**src/rtl/otter_pkg.sv**
```systemverilog
// otter_pkg: shared opcodes, FSM states, mux select codes and the EXECUTE control word
package otter_pkg;
  localparam int NUM_STATES = 5;
  localparam logic [2:0] MTVEC_SEL = 3'd4;
  typedef enum logic [6:0] {
    LUI    = 7'b0110111,
    AUIPC  = 7'b0010111,
    JAL    = 7'b1101111,
    JALR   = 7'b1100111,
    BRANCH = 7'b1100011,
    LOAD   = 7'b0000011,
    STORE  = 7'b0100011,
    OP_IMM = 7'b0010011,
    OP     = 7'b0110011,
    SYSTEM = 7'b1110011
  } opcode_t;
  typedef enum logic [$clog2(NUM_STATES)-1:0] {FETCH, DECODE, EXECUTE, WB, TRAP} state_t;
  localparam logic [2:0] PC_PLUS4  = 3'd0;
  localparam logic [2:0] PC_JALR   = 3'd1;
  localparam logic [2:0] PC_BRANCH = 3'd2;
  localparam logic [2:0] PC_JAL    = 3'd3;
  localparam logic [2:0] PC_TRAP   = MTVEC_SEL;
  localparam logic [1:0] RF_PC4  = 2'd0;
  localparam logic [1:0] RF_CSR  = 2'd1;
  localparam logic [1:0] RF_DMEM = 2'd2;
  localparam logic [1:0] RF_ALU  = 2'd3;
  typedef struct packed {
    logic       pc_write;
    logic [2:0] pc_sel;
    logic       mem_rden2;
    logic       mem_we2;
    logic       reg_write;
    logic [1:0] rf_wr_sel;
    logic       csr_we;
    logic       mret_exec;
    logic       is_load;
    logic       illegal;
  } ctrl_t;
endpackage

```
**src/rtl/otter_mc_fsm_if.sv**
```systemverilog
// otter_mc_fsm_if: decode fields in, datapath mux selects and write enables out
interface otter_mc_fsm_if;
  logic [6:0] opcode;
  logic [2:0] func3;
  logic       br_taken;
  logic       intr;
  logic       mie;
  logic       pc_write;
  logic [2:0] pc_sel;
  logic       ir_write;
  logic       mem_rden1;
  logic       mem_rden2;
  logic       mem_we2;
  logic       reg_write;
  logic [1:0] rf_wr_sel;
  logic       csr_we;
  logic       int_taken;
  logic       mret_exec;
  modport master (
    output opcode, func3, br_taken, intr, mie,
    input  pc_write, pc_sel, ir_write, mem_rden1, mem_rden2, mem_we2,
           reg_write, rf_wr_sel, csr_we, int_taken, mret_exec
  );
  modport slave (
    input  opcode, func3, br_taken, intr, mie,
    output pc_write, pc_sel, ir_write, mem_rden1, mem_rden2, mem_we2,
           reg_write, rf_wr_sel, csr_we, int_taken, mret_exec
  );
endinterface

```
**src/rtl/otter_mc_decode.sv**
```systemverilog
// otter_mc_decode: opcode/func3/br_taken to EXECUTE control word.
// ILLEGAL_TRAP_EN: unknown opcodes suppress all writes and request a trap instead of a NOP.
module otter_mc_decode
  import otter_pkg::*;
(
  input  logic [6:0] opcode,
  input  logic [2:0] func3,
  input  logic       br_taken,
  output ctrl_t      c
);
  always_comb begin
    c = '0;
    c.pc_write = 1'b1;
    c.pc_sel = PC_PLUS4;
    case (opcode)
      LUI, AUIPC, OP, OP_IMM: begin
        c.reg_write = 1'b1;
        c.rf_wr_sel = RF_ALU;
      end
      JAL: begin
        c.reg_write = 1'b1;
        c.pc_sel = PC_JAL;
      end
      JALR: begin
        c.reg_write = 1'b1;
        c.pc_sel = PC_JALR;
      end
      BRANCH: c.pc_sel = br_taken ? PC_BRANCH : PC_PLUS4;
      STORE: c.mem_we2 = 1'b1;
      LOAD: begin
        c.mem_rden2 = 1'b1;
        c.pc_write = 1'b0;
        c.is_load = 1'b1;
      end
      SYSTEM: begin
        c.mret_exec = func3 == 3'd0;
        c.pc_sel = func3 == 3'd0 ? PC_TRAP : PC_PLUS4;
        c.csr_we = func3 != 3'd0;
        c.reg_write = func3 != 3'd0;
        c.rf_wr_sel = func3 != 3'd0 ? RF_CSR : RF_PC4;
      end
      default: begin
`ifdef ILLEGAL_TRAP_EN
        c.pc_write = 1'b0;
        c.illegal = 1'b1;
`else
        c.pc_write = 1'b1;
`endif
      end
    endcase
  end
endmodule

```
**src/rtl/otter_mc_fsm.sv**
```systemverilog
// otter_mc_fsm: multicycle FETCH/DECODE/EXECUTE/WB/TRAP control for the OTTER core.
// ILLEGAL_TRAP_EN (in otter_mc_decode) routes unknown opcodes to TRAP.
module otter_mc_fsm
  import otter_pkg::*;
(
  input logic CLK,
  input logic RST,
  otter_mc_fsm_if.slave bus
);
  state_t state, nxt;
  ctrl_t c;
  logic trap_req;
  otter_mc_decode u_dec (.opcode(bus.opcode), .func3(bus.func3), .br_taken(bus.br_taken), .c(c));
  assign trap_req = bus.intr & bus.mie;
  always_ff @(posedge CLK) state <= RST ? FETCH : nxt;
  always_comb begin
    nxt = FETCH;
    bus.pc_write = 1'b0;
    bus.pc_sel = PC_PLUS4;
    bus.ir_write = 1'b0;
    bus.mem_rden1 = 1'b0;
    bus.mem_rden2 = 1'b0;
    bus.mem_we2 = 1'b0;
    bus.reg_write = 1'b0;
    bus.rf_wr_sel = RF_PC4;
    bus.csr_we = 1'b0;
    bus.int_taken = 1'b0;
    bus.mret_exec = 1'b0;
    if (!RST)
      case (state)
        FETCH: begin
          bus.mem_rden1 = 1'b1;
          nxt = DECODE;
        end
        DECODE: begin
          bus.ir_write = 1'b1;
          nxt = EXECUTE;
        end
        EXECUTE: begin
          bus.pc_write = c.pc_write;
          bus.pc_sel = c.pc_sel;
          bus.mem_rden2 = c.mem_rden2;
          bus.mem_we2 = c.mem_we2;
          bus.reg_write = c.reg_write;
          bus.rf_wr_sel = c.rf_wr_sel;
          bus.csr_we = c.csr_we;
          bus.mret_exec = c.mret_exec;
          nxt = c.is_load ? WB : (c.illegal || trap_req) ? TRAP : FETCH;
        end
        WB: begin
          bus.reg_write = 1'b1;
          bus.rf_wr_sel = RF_DMEM;
          bus.pc_write = 1'b1;
          nxt = trap_req ? TRAP : FETCH;
        end
        TRAP: begin
          bus.pc_write = 1'b1;
          bus.pc_sel = PC_TRAP;
          bus.int_taken = 1'b1;
        end
        default: nxt = FETCH;
      endcase
  end
endmodule

```
**src/flat_wrapper.sv**
```systemverilog
// flat-port wrapper written by rule: the top's interface ports become plain ports
module otter_mc_fsm_flat import otter_pkg::*;
  (CLK, RST, bus_opcode, bus_func3, bus_br_taken, bus_intr, bus_mie, bus_pc_write, bus_pc_sel, bus_ir_write, bus_mem_rden1, bus_mem_rden2, bus_mem_we2, bus_reg_write, bus_rf_wr_sel, bus_csr_we, bus_int_taken, bus_mret_exec);
  otter_mc_fsm_if bus_i ();
  input logic CLK;
  input logic RST;
  input wire logic [$bits(bus_i.opcode)-1:0] bus_opcode;
  input wire logic [$bits(bus_i.func3)-1:0] bus_func3;
  input wire logic [$bits(bus_i.br_taken)-1:0] bus_br_taken;
  input wire logic [$bits(bus_i.intr)-1:0] bus_intr;
  input wire logic [$bits(bus_i.mie)-1:0] bus_mie;
  output wire logic [$bits(bus_i.pc_write)-1:0] bus_pc_write;
  output wire logic [$bits(bus_i.pc_sel)-1:0] bus_pc_sel;
  output wire logic [$bits(bus_i.ir_write)-1:0] bus_ir_write;
  output wire logic [$bits(bus_i.mem_rden1)-1:0] bus_mem_rden1;
  output wire logic [$bits(bus_i.mem_rden2)-1:0] bus_mem_rden2;
  output wire logic [$bits(bus_i.mem_we2)-1:0] bus_mem_we2;
  output wire logic [$bits(bus_i.reg_write)-1:0] bus_reg_write;
  output wire logic [$bits(bus_i.rf_wr_sel)-1:0] bus_rf_wr_sel;
  output wire logic [$bits(bus_i.csr_we)-1:0] bus_csr_we;
  output wire logic [$bits(bus_i.int_taken)-1:0] bus_int_taken;
  output wire logic [$bits(bus_i.mret_exec)-1:0] bus_mret_exec;
  assign bus_i.opcode = bus_opcode;
  assign bus_i.func3 = bus_func3;
  assign bus_i.br_taken = bus_br_taken;
  assign bus_i.intr = bus_intr;
  assign bus_i.mie = bus_mie;
  assign bus_pc_write = bus_i.pc_write;
  assign bus_pc_sel = bus_i.pc_sel;
  assign bus_ir_write = bus_i.ir_write;
  assign bus_mem_rden1 = bus_i.mem_rden1;
  assign bus_mem_rden2 = bus_i.mem_rden2;
  assign bus_mem_we2 = bus_i.mem_we2;
  assign bus_reg_write = bus_i.reg_write;
  assign bus_rf_wr_sel = bus_i.rf_wr_sel;
  assign bus_csr_we = bus_i.csr_we;
  assign bus_int_taken = bus_i.int_taken;
  assign bus_mret_exec = bus_i.mret_exec;
  otter_mc_fsm u_core (.CLK(CLK), .RST(RST), .bus(bus_i));
endmodule
```
**config.mk**
```make
export PLATFORM = sky130hd
export DESIGN_NAME = otter_mc_fsm_flat
export DESIGN_NICKNAME = d
export VERILOG_FILES = /design/src/rtl/otter_pkg.sv /design/src/rtl/otter_mc_fsm_if.sv /design/src/rtl/otter_mc_decode.sv /design/src/rtl/otter_mc_fsm.sv /design/src/flat_wrapper.sv
export SDC_FILE = /design/constraint.sdc
export NUM_CORES = 1
export LEC_CHECK = 0
export ABC_AREA = 1
export CORE_AREA = 2 2 39 41
export DETAILED_ROUTE_END_ITERATION = 16
export DIE_AREA = 0 0 41 43
export GPL_TIMING_DRIVEN = 0
export MAX_ROUTING_LAYER = met4
export PLACE_DENSITY_LB_ADDON = 0.3
export SLEW_MARGIN = 40
export SYNTH_ARGS = -nofsm -noshare
export SYNTH_HDL_FRONTEND = slang
export SYNTH_SLANG_ARGS = --single-unit
```
**constraint.sdc**
```tcl
create_clock -name CLK -period 1.42 [get_ports CLK]
set_input_delay 0.142 -clock CLK [delete_from_list [all_inputs] [get_ports CLK]]
set_output_delay 0.142 -clock CLK [all_outputs]
set_load 0.03 [all_outputs]
```
## Word-level counts from Yosys, hierarchy flattened

Index checks and enable logic that the tools add are counted.
Widths: inputs -> output; s select.

| word-level totals | value |
|---|---|
| flip-flop bits (word level) | 3 |
| output and inout port bits | 14 |

| operators by class | value |
|---|---|
| equal/unequal tests | 14 |
| multiplexer cells | 35 |
| bitwise operators | 1 |
| reductions and logical operators | 6 |

Operators by type and width:

| cell | count |
|---|---|
| $eq 7x7->1 const B | 4 |
| $pmux 3 s4 | 2 |
| $eq 7x6->1 const B | 3 |
| $mux 1 | 20 |
| $eq 7x5->1 const B | 2 |
| $mux 3 | 4 |
| $pmux 2 s2 | 2 |
| $eq 7x2->1 const B | 1 |
| $eq 3x2->1 const B | 2 |
| $logic_not 3->1 | 2 |
| $mux 2 | 3 |
| $pmux 1 s2 | 3 |
| $pmux 3 s2 | 1 |
| $reduce_or 6->1 | 1 |
| $reduce_or 4->1 | 1 |
| $eq 3x1->1 const B | 1 |
| $eq 3x3->1 const B | 1 |
| $reduce_bool 3->1 | 1 |
| $reduce_or 2->1 | 1 |
| $and 1x1->1 | 1 |

## Longest topological paths before layout

| logic depth | value |
|---|---|
| depth after elaboration | 5 |
| depth in mapped cells | 7 |

## Modules after synthesis

From an unflattened synthesis, not the netlist that was laid out.

| unflattened totals | value |
|---|---|
| cell total of the unflattened synthesis | 93 |
| area, all modules | 464.2 µm² |

Modules (own cells, without submodules):

| module | instances | cells an instance | area each (µm²) | sequential area each (µm²) |
|---|---|---|---|---|
| otter_mc_fsm | 1 | 54 | 269.0 | 60.1 |
| otter_mc_decode | 1 | 39 | 195.2 | 0.0 |

## Worst setup path before layout

OpenSTA, ideal clock, no wires.

| timing path | value |
|---|---|
| kind | register to output |
| start | register u_core.state[2] |
| end | output bus_pc_sel[0] |
| arrival | 1.370 ns |
| setup slack | -0.092 ns |
| cell stages (with the launch flop) | 6 |
| path through | dfxtp_1 nor2_2 inv_2 nor2_4 nand2_2 nor3_1 |

| between the ends | value |
|---|---|
| cells in the longest elaborated chain, start to end | 3 |
| elaborated cells between the ends (all ways) | 4 |
| classes of those cells | eq/ne (2); mux (2) |

Ends and longest elaborated chain:

| what | line | text |
|---|---|---|
| start: declaration | otter_mc_fsm.sv:10 | `state_t state, nxt;` |
| start signal: assignment | otter_mc_fsm.sv:15 | `always_ff @(posedge CLK) state <= RST ? FETCH : nxt;` |
| $eq 3x3->1 or $eq 3x2->1 (tied branches) | otter_mc_fsm.sv:30 | `case (state)` |
| $pmux 3 s2 (*) | otter_mc_fsm.sv:30 |  |
| $mux 3 (*) | otter_mc_fsm.sv:29 | `if (!RST)` |
| end: declaration | flat_wrapper.sv:13 | `output wire logic [$bits(bus_i.pc_sel)-1:0] bus_pc_sel;` |

Mark *: on every way between the ends. The rest lies on a longest branch, timed or not.

## Final worst setup path

Same ends and word-level chain as after synthesis.

==> results.json <==
{
  "grt_antenna_before_repair": 0,
  "gp_congestion": 0.729,
  "cp-start-kind": "flop",
  "viasPerCell": 4.42,
  "drv_cap": 0,
  "failed_checks": "negative setup slack",
  "whs_ns": 0.371,
  "min_from": "RST",
  "slew_headroom": 0.873,
  "final_area_um2": 806,
  "grt_max_degree": 7,
  "rsz0062_at_grt": "true",
  "dp_hpwl_um": 869,
  "finClkSkew_ns": 0.00563,
  "yosys_register_bits": 3,
  "crit_path_max_fanout": 6,
  "power_density_mw_per_mm2": 501,
  "maxClockFrequency_ghz": 0.693,
  "grt_first_pass_wirelength_mm": 2.08,
  "grt-ovfl-total": 0,
  "pin_count": 29,
  "core_area_mm2": 0.00138,
  "numCtsBuffers": 3,
  "leakagePower_nw": 0.403,
  "clk_pin_slew_ns": 0.04,
  "root_buffer": "clkbuf_4",
  "track_usage": 0.177,
  "dp_slack_ns": -0.648,
  "grt_pass1_vias": 494,
  "insertion_delay_ns": 0.24,
  "num_antenna_cells": 0,
  "worst_pin_slew_ns": 0.188,
  "slew_violations": 0,
  "regMostFlops": "u_core.state",
  "synth_top_family_by_area": "simple AND/OR/NAND/NOR gates",
  "hp-class": "input port to flop",
  "hold_viol": 0,
  "setup_violations": 2,
  "synthSimpleGateAreaFrac": 0.566,
  "firstDrtPassIters": 4,
  "synthMuxAreaShare": 0,
  "die_w_um": 41,
  "end_kind": "primary output",
  "netlist_instances": 68,
  "ys_warn_count": 0,
  "place_area_um2": 663,
  "dieArea_mm2": 0.00176,
  "critPathLaunch": "u_core.state[2]",
  "final_nets": 125,
  "largest_register_ffs": 3,
  "ctsHoldBuffers": 0,
  "synth_xor_area_frac": 0,
  "clock_sinks": 3,
  "layout_setup_ws_ns": -0.0220,
  "wl_mm": 1.18,
  "regToRegStartpoint": "u_core.state[2]",
  "wl_per_cell_um": 9.42,
  "yosys.area_share.adder": 0,
  "ys_seq_area_frac": 0.168,
  "cts_buffer_depth": 2,
  "layout-drive-gt1-share": 0.477,
  "port_buffers": 28,
  "peakVddDrop_v": 0.000404,
  "detail-route-antenna-nets": 0,
  "critPathKind": "flop to primary output",
  "worstPathArrival_ns": 1.30,
  "postSynthNetCount": 83,
  "initialDrtViolationCount": 23,
  "synth_cell_types": 14,
  "syn_area_per_cell_um2": 5.26,
  "fin_crit_ns": 1.44,
  "drc_errors": 0,
  "dr_total_vias": 553,
  "rows": 14,
  "h-tree-depth": 1,
  "die_height_um": 43,
  "synth_compound_area_frac": 0.0979,
  "cts_tree": "built",
  "fin_crit_sh": 1.02,
  "largest_registers": "u_core.state x3",
  "syn_area_um2": 358,
  "crit_required_ns": 1.28,
  "outcome": "complete, but fails checks",
  "syn2layout_area_growth_pct": 125,
  "initial_core_util": 0.259
}
==> cell type report <==
cell class	instances	area, um^2
timing repair buffer	37	318
tap	16	20.0
fill	137	578
inverter	16	60.1
sequential	3	61.3
multi-input combinational	49	320
clock buffer	4	26.3
==> per-stage QoR <==
step                setup TNS (ns)  utilization  cells  total power [mW]
floorplan                        0            -     68             0.161
global placement             -7.09        0.479    112             0.225
detailed placement           -7.22        0.479    112             0.227
CTS                        -0.0334        0.556    124             0.400
global route                -0.605        0.582    125             0.435
finish                     -0.0332        0.582    125             0.403
==> kinds of logic (layout without fill, tap and decap cells) <==
group	Yosys count	in the layout
AOI/OAI and AO/OA	7	7
buffers and inverters	16	57
DFF	3	3
and+or+nand+nor	42	42
==> timing repair <==
item,4_1_cts,5_1_grt
resized for setup,97,17
buffers inserted,8,1
endpoints found under the hold margin,0,0
pin swaps,10,7
setup endpoints to repair,14,14
==> worst paths after layout <==
| kind | end | slack [ns] | depth (start not counted) |
|---|---|---|---|
| setup reg to reg | u_core.state[2] | 0.10 | 9 |
| hold reg to reg | u_core.state[0] | 0.54 | 3 |
| hold / removal | u_core.state[1] | 0.37 | 2 |
| setup / recovery | bus_pc_sel[0] | -0.02 | 6 |
==> critical path, cell delays in order, from the launching register on <==
cell	delay (ns)
dfxtp_2	0.32
nor2_4	0.09
inv_2	0.06
nor2_4	0.14
nand2_4	0.11
nor3_2	0.15
buf_4	0.18
==> layout by cell type, fill, tap and decap left out, drive strengths merged <==
cell            n
a21oi           2
o21ai           5
inv            16
buf            21
dfxtp           3
nor2           17
clkbuf          6
nand4           2
dlymetal6s2s    1
dlygate4sd2     7
nand3           6
clkdlybuf4s50   6
nor3            4
nand2          13
==> synthesized netlist by cell type (all sizes together) <==
| cell | number | share of area |
|---|---|---|
| nor2 | 17 | 0.24 |
| inv | 16 | 0.17 |
| nand2 | 13 | 0.15 |
| nand3 | 6 | 0.084 |
| o21ai | 5 | 0.070 |
| nor3 | 4 | 0.056 |
| dfxtp | 3 | 0.17 |
| a21oi | 2 | 0.028 |
| nand4 | 2 | 0.035 |
==> report_power, final <==
group,switching [mW],internal [mW],total [mW],leakage (nW)
clock,0.0486,0.106,0.154,0.0150
sequential,0.00409,0.0902,0.0943,0.0252
combinational,0.0854,0.0696,0.155,0.363
total,0.138,0.265,0.403,0.403
==> metal layers <==
metal	track usage	up-vias	part of all wire
li1	-	297	-
met2	0.244	14	0.51
met1	0.224	240	0.43
met4	0.0733	0	0.0068
met5	-	-	0
met3	0.0681	2	0.056
Note: power is estimated with default switching activity, not from simulation.
